[config.mk]
export PLATFORM = sky130hd
export DESIGN_NAME = phone_char_feeder
export DESIGN_NICKNAME = d
export VERILOG_FILES = /design/src/rtl/phone_char_feeder.sv
export SDC_FILE = /design/constraint.sdc
export NUM_CORES = 1
export LEC_CHECK = 0
export ABC_AREA = 0
export CAP_MARGIN = 25
export CORE_MARGIN = 3
export CORE_UTILIZATION = 51
export CTS_CLUSTER_DIAMETER = 80
export DETAILED_ROUTE_END_ITERATION = 10
export PLACE_DENSITY = 0.75
export SLEW_MARGIN = 0
export SYNTH_ARGS = -nofsm -noshare
export SYNTH_HDL_FRONTEND = slang
export SYNTH_SLANG_ARGS = --single-unit
[constraint.sdc]
create_clock -name clk -period 3.4 [get_ports clk]
set_input_delay 0.85 -clock clk [delete_from_list [all_inputs] [get_ports clk]]
set_output_delay 0.85 -clock clk [all_outputs]
set_load 0.005 [all_outputs]
[src/rtl/phone_char_feeder.sv]
// Character feeder for a phone call: queues printable keys per side and
// releases them as one-cycle send pulses spaced at least GAP cycles apart.
module phone_char_feeder #(
   parameter int unsigned DEPTH = 4,
   parameter int unsigned GAP   = 2
) (
   input  logic                      clk,
   input  logic                      rst,
   input  logic                      callActive,
   input  logic                      keyValid,
   input  logic [7:0]                keyChar,
   input  logic                      keySide,
   output logic                      sendCharCaller,
   output logic                      sendCharCallee,
   output logic [7:0]                charSent,
   output logic [$clog2(DEPTH):0]    count,
   output logic                      full,
   output logic                      empty,
   output logic [7:0]                dropCount
);

   localparam int unsigned AW = $clog2(DEPTH);
   localparam int unsigned GW = $clog2(GAP);
   localparam logic [AW:0]   DEPTH_CNT = (AW + 1)'(DEPTH);
   localparam logic [GW-1:0] GAP_LOAD  = GW'(GAP - 1);

   typedef enum logic [1:0] {IDLE, READY, WAIT} state_t;

   state_t          state, state_next;
   logic [GW-1:0]   gap_cnt, gap_next;
   logic [8:0]      mem [DEPTH];
   logic [AW-1:0]   wr_ptr, rd_ptr;
   logic [8:0]      head;
   logic            printable, push, pop, drop;

   always_comb begin
      printable = (keyChar >= 8'h20) && (keyChar <= 8'h7E);
      full      = (count == DEPTH_CNT);
      empty     = (count == '0);
      head      = mem[rd_ptr];
      pop       = (state == READY) && !empty && callActive;
      // A pop in the same cycle frees a slot, so a full queue still accepts.
      push      = keyValid && callActive && printable && (!full || pop);
      drop      = keyValid && callActive && !push;
   end

   always_comb begin
      state_next = state;
      gap_next   = gap_cnt;
      if (!callActive) begin
         state_next = IDLE;
      end else begin
         case (state)
            IDLE:  state_next = READY;
            READY: begin
               if (!empty) begin
                  state_next = WAIT;
                  gap_next   = GAP_LOAD;
               end
            end
            WAIT: begin
               if (gap_cnt <= GW'(1)) state_next = READY;
               else                   gap_next   = gap_cnt - GW'(1);
            end
            default: state_next = IDLE;
         endcase
      end
   end

   always_ff @(posedge clk) begin
      if (rst && push) mem[wr_ptr] <= {keySide, keyChar};
   end

   always_ff @(posedge clk) begin
      if (!rst) begin
         state          <= IDLE;
         gap_cnt        <= '0;
         wr_ptr         <= '0;
         rd_ptr         <= '0;
         count          <= '0;
         sendCharCaller <= 1'b0;
         sendCharCallee <= 1'b0;
         charSent       <= '0;
         dropCount      <= '0;
      end else begin
         state          <= state_next;
         gap_cnt        <= gap_next;
         sendCharCaller <= pop && !head[8];
         sendCharCallee <= pop && head[8];
         if (pop) charSent <= head[7:0];
         if (drop && dropCount != 8'hFF) dropCount <= dropCount + 8'd1;
         // Dropping the call flushes the queue but keeps charSent and dropCount.
         if (!callActive) begin
            wr_ptr <= '0;
            rd_ptr <= '0;
            count  <= '0;
         end else begin
            if (push) wr_ptr <= wr_ptr + AW'(1);
            if (pop)  rd_ptr <= rd_ptr + AW'(1);
            if (push && !pop)      count <= count + (AW + 1)'(1);
            else if (pop && !push) count <= count - (AW + 1)'(1);
         end
      end
   end

endmodule

---- Word level (Yosys, flattened, before mapping) ----
Memory sizes are Yosys's and may differ from the RTL's. A register that Yosys moved wholly into a read port is not among the register bits.
Index checks and enable logic that the tools add are counted.
word-level totals
  output and inout bits ................... 23
  register bits after elaboration ......... 28
  bits in read-only memories .............. 0
  memory bits (writable) .................. 36
  latch bits .............................. 0
  bits of input ports ..................... 13
  memories kept ........................... 1
cells by class
  add/sub/neg operators ................... 6
  muxes and demuxes ....................... 12
  multipliers ............................. 0
  reductions and logical operators ........ 26
  order comparisons ....................... 3
  shift operators ......................... 0
  equality and inequality tests ........... 7
  bitwise operators ....................... 0
  divide/modulo/power cells ............... 0
memories
  name  words  width  rd ports  clocked after Yosys merged registers in  write ports  RTL line  RTL
  mem   4      9      1         1                                        1            31        logic [8:0] mem [DEPTH];
operator list
  operator                                                            number
  logical AND 1 bit                                                   13
  adder 8 x 1 -> 8 bit (second input constant)                        1
  greater-or-equal comparator 8 x 6 -> 1 bit (second input constant)  1
  less-or-equal comparator 8 x 7 -> 1 bit (second input constant)     1
  2-to-1 mux 2 bit                                                    4
  != test 8 bit (second input constant)                               1
  2-to-1 mux 3 bit                                                    2
  != test 2 bit (second input constant)                               3
  case mux 2 bit (3 select lines)                                     1
  zero test 1 bit                                                     5
  adder 2 x 1 -> 2 bit (second input constant)                        2
  2-to-1 mux 1 bit                                                    4
  AND reduction 2 bit                                                 2
  AND reduction 4 bit                                                 1
  nonzero test 2 bit                                                  2
  adder 3 x 1 -> 3 bit (second input constant)                        1
  == test 3 bit (second input constant)                               1
  zero test 3 bit                                                     1
  subtractor 3 x 1 -> 3 bit (second input constant)                   1
  == test 2 x 1 -> 1 bit (second input constant)                      1
  == test 2 bit (second input constant)                               1
  zero test 2 bit                                                     1
  case mux 1 bit (2 select lines)                                     1
  less-or-equal comparator 1 bit (second input constant)              1
  2 further kinds                                                     2

---- Longest topological paths before layout ----
Gate-level depths: netlist of run 1.
  depth after elaboration ................. 10
  depth in mapped cells ................... 10

---- Least setup slack after synthesis of run 1 ----
Ideal clock, no wire load.
  path kind ............................... in2reg
  start point ............................. input keyChar[2]
  end point ............................... register count[2]
  cell stages on the path ................. 10
  buffers on the path ..................... 1
  library setup time ...................... 0.071 ns
  data arrival time ....................... 2.907 ns
  path slack .............................. 0.422 ns
  cell sequence ........................... and3_1 -> a211oi_2 -> and2_1 -> clkbuf_2 -> ha_1 -> inv_1 -> fa_1 -> xor2_1 -> or3_1 -> a21oi_1
between the ends
  cells in the longest elaborated chain, start to end .. 7
  elaborated cells between the ends (all ways) .. 10
  classes of those cells .................. 2 x order compare; 1 x mux; 7 x reduce/logical
RTL lines
  item                                                                                                   RTL line  RTL
  from (decl)                                                                                            11        input logic [7:0] keyChar,
  greater-or-equal comparator 8 x 6 -> 1 bit or less-or-equal comparator 8 x 7 -> 1 bit (tied branches)  37        printable = (keyChar >= 8'h20) && (keyChar <= 8'h7E);
  logical AND 1 bit (*)                                                                                  37
  logical AND 1 bit (*) (2 in a row)                                                                     43        push = keyValid && callActive && printable && (!full || pop);
  named net push                                                                                         34        logic printable, push, pop, drop;
  zero test 1 bit                                                                                        101       else if (pop && !push) count <= count - (AW + 1)'(1);
  logical AND 1 bit                                                                                      101
  nonzero test 2 bit (no source line)                                                                    n/a
  to (signal assigned)                                                                                   100       if (push && !pop) count <= count + (AW + 1)'(1);
  to (signal assigned)                                                                                   101
  to (decl)                                                                                              16        output logic [$clog2(DEPTH):0] count,
The timed path passes the listed nets; every way through them passes the cells marked *.
A chain may end at the register's enable or synchronous reset.

---- Worst setup path in the final report of run 1 ----
  start point ............................. input keyChar[6]
  end point ............................... register count[2]
between the ends
  cells in the longest elaborated chain, start to end .. 7
  elaborated cells between the ends (all ways) .. 10
  classes of those cells .................. 2 x order compare; 1 x mux; 7 x reduce/logical
RTL lines
  item                                                                                                   RTL line
  greater-or-equal comparator 8 x 6 -> 1 bit or less-or-equal comparator 8 x 7 -> 1 bit (tied branches)  37
  logical AND 1 bit (*)                                                                                  37
  logical AND 1 bit (*) (2 in a row)                                                                     43
  zero test 1 bit                                                                                        101
  logical AND 1 bit                                                                                      101
  nonzero test 2 bit (no source line)                                                                    n/a
Mark *: on every way between the ends. The rest lies on a longest branch, timed or not.

==> results of run 1 <==
## stage by stage
step | util, % | hold slack [ns] | instances | worst slack, ns
after floorplan | - | 0.422 | 191 | 0.422
after global placement | 63.2 | 0.443 | 292 | 0.143
after detailed placement | 63.2 | 0.446 | 292 | 0.0888
after CTS | 66.8 | 0.454 | 308 | 0.416
after global routing | 66.8 | 0.487 | 308 | 0.262
final | 66.8 | 0.454 | 308 | 0.423
## final cells by class
| class | count | area [um^2] |
|---|---|---|
| Clock buffer | 11 | 141 |
| Clock inverter | 5 | 31.3 |
| Fill cell | 386 | 1600 |
| Inverter | 5 | 18.8 |
| Multi-Input combinational cell | 115 | 895 |
| Sequential cell | 65 | 1660 |
| Tap cell | 67 | 83.8 |
| Timing Repair Buffer | 40 | 388 |
## metal layers
layer	wire length, um	share of wire, %	track usage [%]
met5	0	0	0
met4	81	1.7	10.1
met3	228	4.7	3.48
met2	2430	50	28.5
met1	2090	43	22.2
## worst max-delay path, stage by stage
cell,delay (ns)
clkdlybuf4s50_1,0.51
and4_1,0.24
a211oi_2,0.22
and2_1,0.19
ha_1,0.18
inv_1,0.06
fa_1,0.37
xor2_1,0.16
or3_1,0.31
a21oi_1,0.14
## registers in the layout, summed over array words and instances, names as in the netlist, named ones only
name	cells
mem	36
charSent	8
dropCount	8
count	3
rd_ptr	2
state	2
wr_ptr	2
sendCharCallee	1
sendCharCaller	1
## cells in the final DEF (no fill, tap or decap), drive strengths merged, types with 2 or more instances in the layout
cell type	n
edfxtp	36
clkdlybuf4s50	35
dfxtp	29
nand2	25
a21oi	15
nor2	13
clkbuf	11
mux4	9
and3	6
ha	6
inv	5
xnor2	5
buf	5
and2	3
mux2i	3
xor2	3
nand3	3
nand2b	3
clkinvlp	3
o21ai	3
o211ai	2
nand4	2
a211oi	2
nor3	2
nor3b	2
clkinv	2
## cells by family (layout without fill, tap and decap cells)
| logic type | count (synthesis) | count (layout) | synth area share [%] |
|---|---|---|---|
| muxes | 12 | 12 | 8.95 |
| buffers and inverters | 11 | 61 | 1.68 |
| AOI/OAI and AO/OA | 25 | 25 | 6.88 |
| and+or+nand+nor | 63 | 63 | 12.2 |
| xor gates and xnor gates | 8 | 8 | 2.70 |
| DFF | 65 | 65 | 63.9 |
| adders and majority gates | 7 | 7 | 3.66 |
## power by group through the flow
stage | Sequential (W) | Clock [W] | Combinational [W]
floorplan | 0.000856 | 0 | 0.0000301
global placement | 0.000857 | 0 | 0.0000664
detailed placement | 0.000857 | 0 | 0.0000678
CTS | 0.000840 | 0.000569 | 0.0000684
global route | 0.000840 | 0.000604 | 0.0000744
finish | 0.000840 | 0.000555 | 0.0000681
## path summary, 6_finish.rpt
| path | end | slack (ns) | cells after the start | start |
|---|---|---|---|---|
| max reg2reg | count[2] | 1.18 | 9 | count[0] |
| min | charSent[6] | 0.45 | 2 | charSent[6] |
| max | count[2] | 0.42 | 10 | keyChar[6] |
| min reg2reg | charSent[6] | 0.45 | 2 | charSent[6] |
==> impl_metrics.env, run 1 <==
export IMPL_via_per_inst=5.24
export IMPL_avgSynthCellArea_um2=13.6
export IMPL_syn_inst=191
export IMPL_p_sw_w=0.000314
export IMPL_synth_warnings=0
export IMPL_peakVddDrop_v=0.000247
export IMPL_fin_area_um2=3220
export IMPL_grt_pass1_wl_mm=7.88
export IMPL_synth_top_cell_area_share_pct=41.6
export IMPL_post_route_period_util_pct=87.6
export IMPL_yosys_top_cells_area="edfxtp_1, dfxtp_1, mux4_2"
export IMPL_clock_path_buffers=2
export IMPL_critical_path_class="input port to register"
export IMPL_critPathLaunchType="input port"
export IMPL_floorplan_die_area_um2=5990
export IMPL_finalHoldViolCount=0
export IMPL_drive_above_1_share_pct=15.4
export IMPL_syn_to_final_growth_pct=23.8
export IMPL_tightest_slew_ns=0.607
export IMPL_cts_root_buffer="clkbuf_8"
export IMPL_grt_max_degree=16
export IMPL_dr_pass1_iters=4
export IMPL_cellLeakagePower_nw=1.09
export IMPL_cts_tree="built"
export IMPL_p_total_w=0.00146
export IMPL_numClockSinks=65
export IMPL_rsz0062_at_grt="false"
export IMPL_fin_skew_ns=0.00704
export IMPL_synthTopCellsByCount="edfxtp_1, dfxtp_1, nand2_1"
export IMPL_arrival_ns=3.23
export IMPL_postSynthNetCount=211
export IMPL_pwr_share_seq_pct=57.4
export IMPL_core_area_um2=4820
export IMPL_yosysMostFrequentCell="edfxtp_1"
export IMPL_path_max_fanout=6
export IMPL_ant_nets=0
export IMPL_synth_distinct_cells=37
export IMPL_clk_pin_slew_ns=0.06
export IMPL_antenna_found_initial=0
export IMPL_die_h_um=77.4
export IMPL_drc=0
export IMPL_status="finished clean"
export IMPL_min_path_type="register to register"
export IMPL_clockPowerShare_pct=37.9
export IMPL_io_pins=36
export IMPL_antenna_cells=0
export IMPL_power_density_nw_per_um2=454
export IMPL_first_global_vias=1640
export IMPL_grt_overflow=0
export IMPL_via_count=1613
export IMPL_max_slew_margin_pct=59.5
export IMPL_postCtsSetupBuffers=0
export IMPL_p_int_w=0.00115
export IMPL_drt_wl_total_mm=4.83
export IMPL_numPortBuffers=35
export IMPL_slew_violations=0
export IMPL_setup_tns_final_ns=0
export IMPL_die_w_um=77.4
export IMPL_setup_viol=0
export IMPL_synth_largest_area_cell="edfxtp_1"
export IMPL_dp_hpwl_mm=3.33
export IMPL_cts_hold_buffers=0
export IMPL_synth_area_um2=2600
export IMPL_async_reset_ff_share_pct=0
export IMPL_wl_per_cell_um=15.7
export IMPL_fin_crit_ns=2.98
export IMPL_swShare_pct=21.5
export IMPL_cts_resized=0
export IMPL_htree_levels=3
export IMPL_nets=256
export IMPL_worstSetupEndpointType="register"
export IMPL_drv_cap=0
export IMPL_start_util_pct=54.0
export IMPL_max_freq_mhz=336
export IMPL_crit_required_ns=3.66
export IMPL_placement_cell_area_um2=3050
export IMPL_ys_flop_type="edfxtp_1"
export IMPL_gp_congestion=0.774
export IMPL_yosysSeqAreaShare_pct=63.9
export IMPL_track_usage_pct=17.7
export IMPL_ys_seq_elements=65
export IMPL_comb_power_share_pct=4.7
export IMPL_drt_iter0_drc=89
export IMPL_rows=25
export IMPL_clk_latency_ns=0.33
export IMPL_synth_edf_count=36
export IMPL_cts_made_buffers=9
Note: power is estimated with default switching activity, not from simulation.
==> inputs of run 2 (changes only) <==
CORE_MARGIN = 2   (was 3)
==> run 2 against run 1 <==
Sequential power about the same. Non-clock buffer count unchanged. Via count decreased by 3.5%. Clock skew increased by 0.0021 ns. Power increased by 4.0%. Final area increased by 0.47%. Hold slack got worse by 0.0015 ns. Setup slack got worse by 0.027 ns. Largest cell class unchanged. Highest routed layer unchanged. First-iteration DRC count increased by 45%. Combinational power decreased by 0.9%. Die area decreased by 5.1%.
==> impl_metrics.env, run 2 (synthesis gave the netlist of run 1 again) <==
export IMPL_status="finished clean"
export IMPL_crit_required_ns=3.65
export IMPL_grt_max_degree=16
export IMPL_setup_tns_final_ns=0
export IMPL_numClockSinks=65
export IMPL_first_global_vias=1515
export IMPL_largest_register_ffs=36
export IMPL_finalHoldViolCount=0
export IMPL_fin_skew_ns=0.00911
export IMPL_drt_iter0_drc=129
export IMPL_drc=0
export IMPL_layout_cells_most_common="edfxtp_1"
export IMPL_hold_path_depth=2
export IMPL_drive_above_1_share_pct=14.9
export IMPL_grt_pass1_wl_mm=7.47
export IMPL_clock_path_buffers=2
export IMPL_critical_path_class="input port to register"
export IMPL_cts_root_buffer="clkbuf_8"
export IMPL_start_util_pct=54.0
export IMPL_gp_congestion=0.713
export IMPL_antenna_cells=0
export IMPL_via_per_inst=5.05
export IMPL_arrival_ns=3.26
export IMPL_rsz0062_at_grt="false"
export IMPL_cts_tree="built"
export IMPL_slew_violations=0
export IMPL_dp_hpwl_mm=3.25
export IMPL_syn_to_final_growth_pct=24.4
export IMPL_worst_r2r_setup_slack_ns=1.18
export IMPL_htree_levels=3
export IMPL_cts_hold_buffers=0
export IMPL_nets=256
export IMPL_drv_cap=0
export IMPL_postCtsSetupBuffers=0
export IMPL_final_cell_mix="edfxtp_1, clkdlybuf4s50_1, dfxtp_1"
export IMPL_drt_wl_total_mm=4.67
export IMPL_cp_cell_sequence="clkdlybuf4s50_1 -> and4_1 -> a211oi_2 -> and2_1 -> ha_1 -> inv_1 -> fa_1 -> xor2_1 -> or3_1 -> a21oi_1"
export IMPL_preCtsSetupSlack_ns=0.0875
export IMPL_peakVddDrop_v=0.000361
export IMPL_die_w_um=75.4
export IMPL_worst_path_dominant_cell_family="simple AND/OR/NAND/NOR gates"
export IMPL_tightest_slew_ns=0.616
export IMPL_die_h_um=75.4
export IMPL_path_depth=10
export IMPL_io_pins=36
export IMPL_fin_area_um2=3230
export IMPL_regMostFlops="mem"
export IMPL_rows=25
export IMPL_setup_ws_ns=0.396
export IMPL_track_usage_pct=19.0
export IMPL_cts_made_buffers=9
export IMPL_clk_latency_ns=0.33
export IMPL_max_stage_delay_ns=0.52
export IMPL_ant_nets=0
export IMPL_worstSetupEndpointType="register"
export IMPL_grt_overflow=0
export IMPL_r2r_cells=9
export IMPL_dr_pass1_iters=4
export IMPL_setup_viol=0
export IMPL_max_slew_margin_pct=58.9
export IMPL_n_fill_cell=385
export IMPL_via_count=1556
export IMPL_largestRegisters="mem: 36 flops, charSent: 8 flops, dropCount: 8 flops"
export IMPL_crit_buf_inv=2
export IMPL_antenna_found_initial=0
export IMPL_slowest_stage="clkdlybuf4s50_1"
export IMPL_clk_pin_slew_ns=0.06
export IMPL_placement_cell_area_um2=3050
export IMPL_core_area_um2=4820
export IMPL_fin_crit_ns=3.00
export IMPL_critPathLaunchType="input port"
export IMPL_post_route_period_util_pct=88.4
export IMPL_max_freq_mhz=333
export IMPL_min_path_type="register to register"
export IMPL_power_density_nw_per_um2=470
export IMPL_floorplan_die_area_um2=5690
export IMPL_numPortBuffers=35
export IMPL_path_max_fanout=6
export IMPL_cts_resized=0
export IMPL_cellLeakagePower_nw=1.10
export IMPL_wl_per_cell_um=15.2
run 2: cell count changes in the layout (fill, tap and decap cells not counted):
cell and delta:
clkbuf_8 -1, bufinv_16 +1, clkbuf_1 +1, clkinv_2 -1
run 2: layout make-up:
| type | instances | area (um^2) | share of cell area (%) |
|---|---|---|---|
| clock buffers | 11 | 131 | 4.06 |
| clock inverters | 5 | 56.3 | 1.74 |
| inverters | 5 | 18.8 | 0.580 |
| multi-input cells | 115 | 895 | 27.7 |
| flip-flops and latches | 65 | 1660 | 51.4 |
| well taps | 67 | 83.8 | 2.59 |
| repair buffers | 40 | 388 | 12.0 |
run 2: metal layers:
layer	up-vias	track usage (%)	wire length [um]
met1	732	25.4	2070
met5	-	0	0
li1	782	-	-
met2	34	28.8	2240
met3	8	4.89	284
met4	0	9.94	78
run 2: through the flow:
stage	total power [W]	hold slack, ns	std cells	util, %
6_report	0.00152	0.453	308	67.1
5_1_grt	0.00158	0.471	308	67.1
3_3_place_gp	0.000924	0.441	292	63.2
4_1_cts	0.00153	0.454	308	67.1
3_5_place_dp	0.000925	0.445	292	63.2
2_1_floorplan	0.000886	0.422	191	-
run 2: where the power goes:
group / internal, W / switching, W / total [W]
Sequential: 0.000834 / 0.00000570 / 0.000840
Clock: 0.000336 / 0.000277 / 0.000614
Combinational: 0.0000339 / 0.0000337 / 0.0000675
run 2: tightest hold or removal path, stage by stage, from the launching register on:
cell and delay, ns:
dfxtp_1 0.30, nand2_1 0.05, a21oi_1 0.05
run 2: final timing paths:
| check | start | endpoint |
|---|---|---|
| max | keyChar[5] | count[2] |
| min | charSent[5] | charSent[5] |
| max reg2reg | count[0] | count[2] |
| min reg2reg | charSent[5] | charSent[5] |
